**src/rtl/bsram_dma.sv**
```systemverilog
// bsram_dma: CPU-priority port arbiter with a COPY/FILL DMA engine in front of one bsram
module bsram_dma #(
    parameter int WIDTH = 13
) (
    input  logic             clk,
    input  logic             reset,
    input  logic             cpu_re,
    input  logic [WIDTH-1:0] cpu_raddr,
    output logic [15:0]      cpu_rdata,
    output logic             cpu_rvalid,
    input  logic             cpu_we,
    input  logic [WIDTH-1:0] cpu_waddr,
    input  logic [15:0]      cpu_wdata,
    input  logic             dma_start,
    input  logic             dma_mode,
    input  logic [WIDTH-1:0] dma_src,
    input  logic [WIDTH-1:0] dma_dst,
    input  logic [WIDTH-1:0] dma_len,
    input  logic [15:0]      dma_fill,
    output logic             dma_busy,
    output logic             dma_done,
    output logic [WIDTH-1:0] mem_dout_addr,
    input  logic [15:0]      mem_dout,
    output logic             we,
    output logic [WIDTH-1:0] mem_din_addr,
    output logic [15:0]      mem_din
);
    typedef enum logic [2:0] {IDLE, RD, CAP, WR, DONE} state_t;
    state_t state, state_nx;
    logic mode;
    logic [WIDTH-1:0] src, dst, len, idx, idx_inc;
    logic [15:0] fill, hold;
    logic dma_rd, dma_wr;
    assign idx_inc = idx + WIDTH'(1);
    // DMA only takes a port the CPU leaves idle; reset suppresses a pending write at once
    assign dma_rd = state == RD && !cpu_re;
    assign dma_wr = state == WR && !cpu_we && !reset;
    assign mem_dout_addr = dma_rd ? src + idx : cpu_raddr;
    assign cpu_rdata = mem_dout;
    assign we = cpu_we | dma_wr;
    assign mem_din_addr = cpu_we ? cpu_waddr : dst + idx;
    assign mem_din = cpu_we ? cpu_wdata : (mode ? fill : hold);
    assign dma_busy = state == RD || state == CAP || state == WR;
    assign dma_done = state == DONE;
    // next-state: stall in RD/WR while the CPU owns the port
    always_comb begin
        state_nx = state;
        unique case (state)
            IDLE: if (dma_start) state_nx = (dma_len == '0) ? DONE : (dma_mode ? WR : RD);
            RD:   if (!cpu_re) state_nx = CAP;
            CAP:  state_nx = WR;
            WR:   if (!cpu_we) state_nx = (idx_inc == len) ? DONE : (mode ? WR : RD);
            DONE: state_nx = IDLE;
            default: state_nx = IDLE;
        endcase
    end
    // state, command latch, copy hold register and word index
    always_ff @(posedge clk) begin
        if (reset) begin
            state <= IDLE;
            cpu_rvalid <= 1'b0;
            mode <= 1'b0;
            src <= '0;
            dst <= '0;
            len <= '0;
            idx <= '0;
            fill <= '0;
            hold <= '0;
        end else begin
            state <= state_nx;
            cpu_rvalid <= cpu_re;
            if (state == IDLE && dma_start) begin
                mode <= dma_mode;
                src <= dma_src;
                dst <= dma_dst;
                len <= dma_len;
                fill <= dma_fill;
                idx <= '0;
            end
            if (state == CAP) hold <= mem_dout;
            if (dma_wr) idx <= idx_inc;
        end
    end
endmodule
```
**config.mk**
```make
export PLATFORM = sky130hd
export DESIGN_NAME = bsram_dma
export DESIGN_NICKNAME = d
export VERILOG_FILES = /design/src/rtl/bsram_dma.sv
export SDC_FILE = /design/constraint.sdc
export NUM_CORES = 1
export LEC_CHECK = 0
export BUFFER_PORTS_ARGS = -buffer_cell sky130_fd_sc_hd__buf_2
export CAP_MARGIN = 40
export CORE_MARGIN = 3
export CORE_UTILIZATION = 30
export CTS_BUF_LIST = sky130_fd_sc_hd__clkbuf_16
export DETAILED_ROUTE_END_ITERATION = 10
export SYNTH_ARGS = -nofsm -noshare
export SYNTH_HDL_FRONTEND = slang
export SYNTH_SLANG_ARGS = --single-unit
```
**constraint.sdc**
```tcl
create_clock -name clk -period 3.6 [get_ports clk]
set_clock_uncertainty 0.05 [all_clocks]
set_input_delay 0.72 -clock clk [delete_from_list [all_inputs] [get_ports clk]]
set_output_delay 0.72 -clock clk [all_outputs]
set_load 0.02 [all_outputs]
```
==> PnR_summary.wiki, run 1 <==
{| class="wikitable"
! Metric !! Value
|-
| Run status || complete, no violations
|-
| Endpoint of the worst-slack reg-to-reg timing path || state[0]$_SDFFE_PP0P_
|-
| Fraction of synthesized cell area in xor and xnor cells || 5.26%
|-
| Final setup violation count || 0
|-
| Slew @ Worst Pin || 791 ps
|-
| Pin count of the biggest net entering global routing || 59
|-
| Weighted congestion at the end of routability-driven global placement || 0.896
|-
| Power density over cell area || 388 nW/um^2
|-
| Number of nets with antenna violations after detailed routing || 0
|-
| Setup repair after global routing missed its margin || no
|-
| Worst supply voltage drop on vdd || 0.263 mV
|-
| Slack of the critical path || 170 ps
|-
| Portion of the clock cycle consumed by the worst path in the final layout || 95.3%
|-
| Share of synthesized area occupied by flip-flops and latches || 32.4%
|-
| Worst hold path startpoint || hold[12]$_SDFFE_PP0P_
|-
| Worst hold path endpoint || hold[12]$_SDFFE_PP0P_
|-
| Worst setup path class || register to output port
|-
| Count of buffers added by post-CTS timing repair for setup || 0
|-
| Critical path peak fanout || 8
|-
| Setup crit start kind || register
|-
| Initial core utilization || 31.2%
|-
| Number of cell instances on the worst register-to-register path || 8
|-
| Crit path capture type || output port
|-
| I/O pin count || 181
|-
| Layout cells sized above 1 || 26.1%
|-
| Depth of the worst hold-timing path || 2
|-
| Die span in x || 141 um
|-
| Antenna violations before repair || 1
|-
| Total power of the final layout || 2.66 mW
|-
| Detailed Place HPWL || 12.6 mm
|-
| Number of DRC violations after detailed-routing iteration 0 || 201
|-
| Area overhead of the layout relative to synthesis || 24.5%
|-
| Number of fillers in the final layout || 1888
|-
| Main combinational cell family by area after synthesis || simple AND/OR/NAND/NOR gates
|-
| Count of maximum capacitance violations || 0
|-
| Clock Latency Late Sink || 350 ps
|-
| Worst EP arrival || 2660 ps
|-
| Final max-slew violation count || 0
|-
| Register clock-pin slew on the reported worst setup and hold paths || 60 ps
|-
| Count of distinct cell types in the synthesized netlist || 62
|-
| #FFs+latches synth || 89
|-
| Type of the tightest min-delay check || register to register
|-
| Number of standard cells after synthesis || 748
|-
| Data required time at the worst endpoint || 2830 ps
|-
| Netlist area before placement || 5490 sq um
|-
| First-pass detailed-route iteration total || 4
|-
| Net count after synthesis || 894
|-
| Final critical path time including I/O delays and setup || 3430 ps
|-
| R2R Path Start || idx[0]$_SDFFE_PP0P_
|-
| TritonCTS clock tree || yes
|-
| Synth Warn # || 0
|-
| Die area || 20000 sq um
|-
| Simple-Gate Fraction of Synth Area || 23.8%
|-
| IO Port Bufs || 180
|-
| Number of sinks driven by the clock tree || 89
|-
| Hold violation count in the final report || 0
|-
| Timing-limited maximum frequency || 292 MHz
|-
| Antenna Cells || 0
|-
| Detailed-route wire length || 16.5 mm
|-
| Fraction of post-synthesis cell area in the top cell type by area || 32.4%
|-
| Vertical extent of the die || 141 um
|-
| Post-layout net count || 1034
|-
| Synthesized area divided by synthesized cell count || 7.34 sq um
|-
| FF-to-FF setup slack || 1100 ps
|-
| Area contributors post-synth || dfxtp_1 (32%), nand2_1 (15%), a21oi_1 (8.7%), ha_1 (5.7%), o21ai_0 (4.3%)
|-
| Cell taking the most area after synthesis || dfxtp_1
|-
| Share of async-settable or async-resettable flops after synthesis || 0%
|-
| Vias per std cell || 4.90
|-
| Worst relative slew slack || 47.3%
|-
| Number of H-tree levels || 3
|-
| Routed vias || 5478
|-
| Wire length of the first global-routing pass || 26.5 mm
|-
| Static Leak || 2.94 nW
|-
| Main flop type after synthesis || dfxtp_1
|-
| Global routing usage summed across all routing layers || 16.5%
|-
| Number of enable flip-flop cells after synthesis || 0
|-
| Post-DR wirelength/cell || 14.8 um
|-
| Pre-CTS worst setup slack || 408 ps
|-
| Number of rows created at floorplan || 48
|-
| Total clock buffers created by CTS || 9
|-
| Max clock buf depth || 2
|-
| Root buffer selected by CTS || clkbuf_16
|-
| Via count of the first global-routing pass || 5236
|-
| Complex-gate fraction of the synthesized area || 21.3%
|-
| Number of remaining DRC errors || 0
|-
| Area of the core || 17600 sq um
|-
| Post-synthesis adder-cell area fraction || 6.42%
|-
| Post-synthesis mux area share || 3.92%
|-
| Remaining Overflow, GRT || 0
|-
| TNS Setup || 0 ps
|}
## report_power, final
group          switching, mW  internal [mW]  total, mW  leakage, nW
Sequential            0.0497           1.04       1.09        0.728
Clock                  0.418          0.617       1.03        0.162
Combinational          0.321          0.205      0.526         2.05
Total                  0.789           1.87       2.66         2.94
## Yosys cell counts (3+ instances only)
library cell and n:
o21a_1 3, a21o_1 4, a311oi_1 4, and4_1 3
buf_2 13, o31ai_1 6, nand3_1 12, buf_4 16
nor2b_1 3, a31oi_1 3, nor3_1 6, or3_1 4
nand2_1 218, ha_1 25, clkbuf_1 30, o22ai_1 3
buf_1 5, o21ai_0 47, xnor2_1 19, nor2_1 25
a211oi_1 4, dfxtp_1 89, and2_1 3, nand4_1 6
mux2i_1 17, a21oi_1 96, nand2b_1 6, mux2_2 4
o21ai_1 3, inv_1 15, xor2_1 14, nor4_1 4
## worst max path at each step
stage | depth (start not counted) | to | start | slack, ps
final | 8 | mem_din_addr[10] | idx[2]$_SDFFE_PP0P_ | 170
after global routing | 10 | mem_dout_addr[12] | idx[0]$_SDFFE_PP0P_ | 0.08
after CTS | 9 | mem_din_addr[10] | idx[1]$_SDFFE_PP0P_ | 20
after detailed placement | 9 | mem_din_addr[10] | idx[1]$_SDFFE_PP0P_ | 410
after global placement | 9 | mem_din_addr[10] | idx[1]$_SDFFE_PP0P_ | 480
after floorplan | 8 | mem_din_addr[12] | idx[0]$_SDFFE_PP0P_ | 230
## flip-flops by register name, summed over array words and instances, names as in the netlist
signal      cells
len            13
hold           16
state           3
dst            13
mode            1
cpu_rvalid      1
idx            13
src            13
fill           16
## critical path: stages (launching register included)
cell and delay [ps]:
dfxtp_1 470, ha_1 320, nor2b_4 150, o31ai_2 340
a211oi_2 170, o41ai_2 350, xnor2_1 100, mux2_2 250
buf_2 160
## per-layer routing
layer | GRT usage [%] | vias up | wire [um]
met2 | 27.8 | 176 | 7600
met4 | 4.54 | 2 | 358
met3 | 4.72 | 21 | 1120
met5 | 0 | - | 13
li1 | - | 2830 | -
met1 | 20.7 | 2449 | 7450
## logic make-up (layout without fill, tap and decap cells)
| group | Yosys count | count (layout) |
|---|---|---|
| AO/OA/AOI/OAI | 195 | 195 |
| XOR/XNOR | 33 | 33 |
| adder cells (fa/ha/maj) | 27 | 27 |
| buffers and inverters | 79 | 224 |
| flip-flops | 89 | 89 |
| multiplexers | 21 | 21 |
| AND/OR/NAND/NOR | 304 | 304 |
## stage by stage
stage               cells  utilization [%]  area (sq um)  hold slack, ps
finish               1118             38.9          6840             406
global route         1118             38.9          6840             424
CTS                  1118             38.7          6810             406
detailed placement   1102             36.9          6480             397
global placement     1100             36.7          6450             391
floorplan             748                -          5490             386
## final cells by class
| type | count | area, sq um | area share [%] |
|---|---|---|---|
| Multi-Input combinational cell | 580 | 3380 | 49.3 |
| Sequential cell | 89 | 1790 | 26.1 |
| Timing Repair Buffer | 193 | 1010 | 14.8 |
| Tap cell | 225 | 282 | 4.11 |
| Clock buffer | 9 | 225 | 3.29 |
| Clock inverter | 7 | 103 | 1.50 |
| Inverter | 15 | 56.3 | 0.823 |
## layout by cell type (no fill, tap or decap), types with 14 or more instances in the layout
cell,synthesis,layout
inv_1,15,15
ha_1,25,25
xnor2_1,19,19
nand2_1,218,218
mux2i_1,17,17
nor2_1,25,25
dfxtp_1,89,86
a21oi_1,96,95
o21ai_0,47,47
xor2_1,14,14
buf_2,13,180
## timing repair
item	in CTS	in global routing
endpoints found under the hold margin	0	0
resized for setup	0	8
hold buffers	0	0
endpoints found under the setup margin	0	6
Power figures use the tool's default switching activity.
==> inputs of run 2 (changes only) <==
--- a/config.mk
+++ b/config.mk
@@ -5,8 +5,10 @@
 export SDC_FILE = /design/constraint.sdc
 export NUM_CORES = 1
 export LEC_CHECK = 0
+export ABC_CLOCK_PERIOD_IN_PS = 3600
 export BUFFER_PORTS_ARGS = -buffer_cell sky130_fd_sc_hd__buf_2
 export CAP_MARGIN = 40
+export CORE_ASPECT_RATIO = 0.7
 export CORE_MARGIN = 3
 export CORE_UTILIZATION = 30
 export CTS_BUF_LIST = sky130_fd_sc_hd__clkbuf_16
==> run 2 against run 1 <==
Against the previous run: total power shrank 0.82%; sequential share of layout area fell by 0.19 points; cell area increased by 0.79%; largest cell class unchanged; critical endpoint unchanged; setup slack worse by 50 ps; combinational power rose by 1%.
==> PnR_summary.wiki, run 2 (synthesized netlist as in run 1, its figures left out) <==
{| class="wikitable"
! Metric !! Value
|-
| Crit path capture type || output port
|-
| Vias per std cell || 4.93 (+0.60%)
|-
| Count of maximum capacitance violations || 0 (unchanged)
|-
| Number of remaining DRC errors || 0 (unchanged)
|-
| Root buffer selected by CTS || clkbuf_16
|-
| Setup crit start kind || register
|-
| Area overhead of the layout relative to synthesis || 25.5%
|-
| Largest registers ranked by flip-flop count || fill: 16 flops, hold: 16 flops
|-
| Clock Latency Late Sink || 350 ps (about the same)
|-
| Pin count of the biggest net entering global routing || 59 (unchanged)
|-
| Detailed-route wire length || 17.3 mm (+4.6%)
|-
| Number of nets with antenna violations after detailed routing || 0 (unchanged)
|-
| Initial core utilization || 31.3% (+0.053 points)
|-
| Remaining Overflow, GRT || 0 (unchanged)
|-
| TritonCTS clock tree || yes
|-
| Total of hold buffers inserted after clock tree synthesis || 0 (unchanged)
|-
| Power density over cell area || 382 nW/um^2 (-1.6%)
|-
| Register clock-pin slew on the reported worst setup and hold paths || 60 ps (about the same)
|-
| Slew @ Worst Pin || 832 ps (+40.6 ps)
|-
| Number of sinks driven by the clock tree || 89 (unchanged)
|-
| Worst relative slew slack || 44.5% (-2.8 points)
|-
| Via count of the first global-routing pass || 5138 (-1.9%)
|-
| Timing-limited maximum frequency || 287 MHz (-1.4%)
|-
| Vertical extent of the die || 119 um (-16%)
|-
| Area of the core || 17600 sq um (-0.17%)
|-
| Worst supply voltage drop on vdd || 0.232 mV (-12%)
|-
| Total power of the final layout || 2.63 mW (-0.82%)
|-
| Data required time at the worst endpoint || 2830 ps (about the same)
|-
| Portion of the clock cycle consumed by the worst path in the final layout || 96.7% (+1.4 points)
|-
| Critical path peak fanout || 4 (-4)
|-
| Max clock buf depth || 2 (unchanged)
|-
| Number of DRC violations after detailed-routing iteration 0 || 386 (+92%)
|-
| Worst EP arrival || 2710 ps (+50 ps)
|-
| Global routing usage summed across all routing layers || 16.5% (+0.045 points)
|-
| Post-DR wirelength/cell || 15.3 um (+3.4%)
|-
| Total clock buffers created by CTS || 9 (unchanged)
|-
| Final critical path time including I/O delays and setup || 3480 ps (+50.1 ps)
|-
| Run status || complete, no violations
|-
| Die area || 20000 sq um (+0.13%)
|-
| Final max-slew violation count || 0 (unchanged)
|-
| I/O pin count || 181 (unchanged)
|-
| Wire length of the first global-routing pass || 26.7 mm (+0.70%)
|-
| Number of fillers in the final layout || 1858 (-1.6%)
|-
| Antenna Cells || 0 (unchanged)
|-
| First-pass detailed-route iteration total || 5 (+1)
|-
| Layout cells sized above 1 || 27.1% (+1.0 points)
|-
| Weighted congestion at the end of routability-driven global placement || 0.909 (+1.4%)
|-
| Antenna violations before repair || 2 (+1)
|-
| IO Port Bufs || 180 (unchanged)
|-
| Die span in x || 168 um (+19%)
|-
| Hold violation count in the final report || 0 (unchanged)
|-
| Routed vias || 5570 (+1.7%)
|-
| Leading cell types in the layout, fill and taps excluded || nand2_1 (218), buf_2 (180), a21oi_1 (94)
|-
| TNS Setup || 0 ps (unchanged)
|-
| Type of the tightest min-delay check || register to register
|-
| Worst setup path class || register to output port
|-
| Final setup violation count || 0 (unchanged)
|-
| Number of H-tree levels || 3 (unchanged)
|-
| Post-layout net count || 1040 (+0.58%)
|-
| Static Leak || 2.96 nW (+0.92%)
|-
| Commonest non-fill, non-tap cell in the layout || nand2_1
|-
| Number of rows created at floorplan || 40 (-17%)
|-
| Detailed Place HPWL || 13.1 mm (+4.2%)
|}
-- run 2: cell count changes in the layout (fill, tap and decap cells not counted), sizes merged --
cell / change
buf: +6
clkinv: -3
clkinvlp: +3
-- run 2: worst paths after layout --
check	start	slack, ps	end	cells after the start
worst min-delay path	hold[5]$_SDFFE_PP0P_	400	hold[5]$_SDFFE_PP0P_	2
worst max register to register	idx[0]$_SDFFE_PP0P_	1080	state[0]$_SDFFE_PP0P_	8
worst max-delay path	idx[0]$_SDFFE_PP0P_	120	mem_din_addr[10]	10
worst min register to register	hold[5]$_SDFFE_PP0P_	400	hold[5]$_SDFFE_PP0P_	2
-- run 2: routing by layer --
metal,GRT usage (%),share of wire [%],vias up
li1,-,-,2858
met1,23.6,49,2529
met2,24.5,43,163
met3,5.01,7.2,16
met4,3.73,1.0,4
met5,0,0.16,-
-- run 2: area by class of cell --
type,count,area (sq um),area share (%)
Multi-Input combinational cell,580,3400,49.2
Clock buffer,9,225,3.27
Sequential cell,89,1790,25.9
Tap cell,231,289,4.19
Timing Repair Buffer,199,1050,15.2
Inverter,15,56.3,0.817
Clock inverter,7,95.1,1.38
-- run 2: repair_timing --
action / in CTS / in global routing
pin swaps: 0 / 2
setup buffers: 0 / 1
setup endpoints to repair: 1 / 6
resized for setup: 1 / 13
-- run 2: power by group --
part           internal (mW)  switching (mW)  leakage [nW]
Clock                  0.607           0.399         0.149
Sequential              1.05          0.0500         0.729
Combinational          0.206           0.325          2.09
Total                   1.86           0.775          2.96
-- run 2: stage by stage --
| stage | instances | utilization [%] | worst slack [ps] | hold WS, ps | area, sq um |
|---|---|---|---|---|---|
| 2_1_floorplan | 748 | - | 233 | 386 | 5490 |
| 5_1_grt | 1130 | 39.3 | -17.0 | 424 | 6900 |
| 6_report | 1130 | 39.3 | 119 | 403 | 6900 |
| 3_5_place_dp | 1113 | 37.1 | 284 | 396 | 6520 |
| 3_3_place_gp | 1112 | 37.0 | 490 | 394 | 6510 |
| 4_1_cts | 1129 | 38.9 | 10.3 | 404 | 6840 |
-- run 2: critical path: stages, from the launching register on --
cell,delay [ps]
dfxtp_2,340
ha_1,190
inv_1,70
fa_2,240
nor2b_4,50
o31ai_2,350
a211oi_2,180
o41ai_2,370
xnor2_1,140
mux2_2,270
buf_2,160
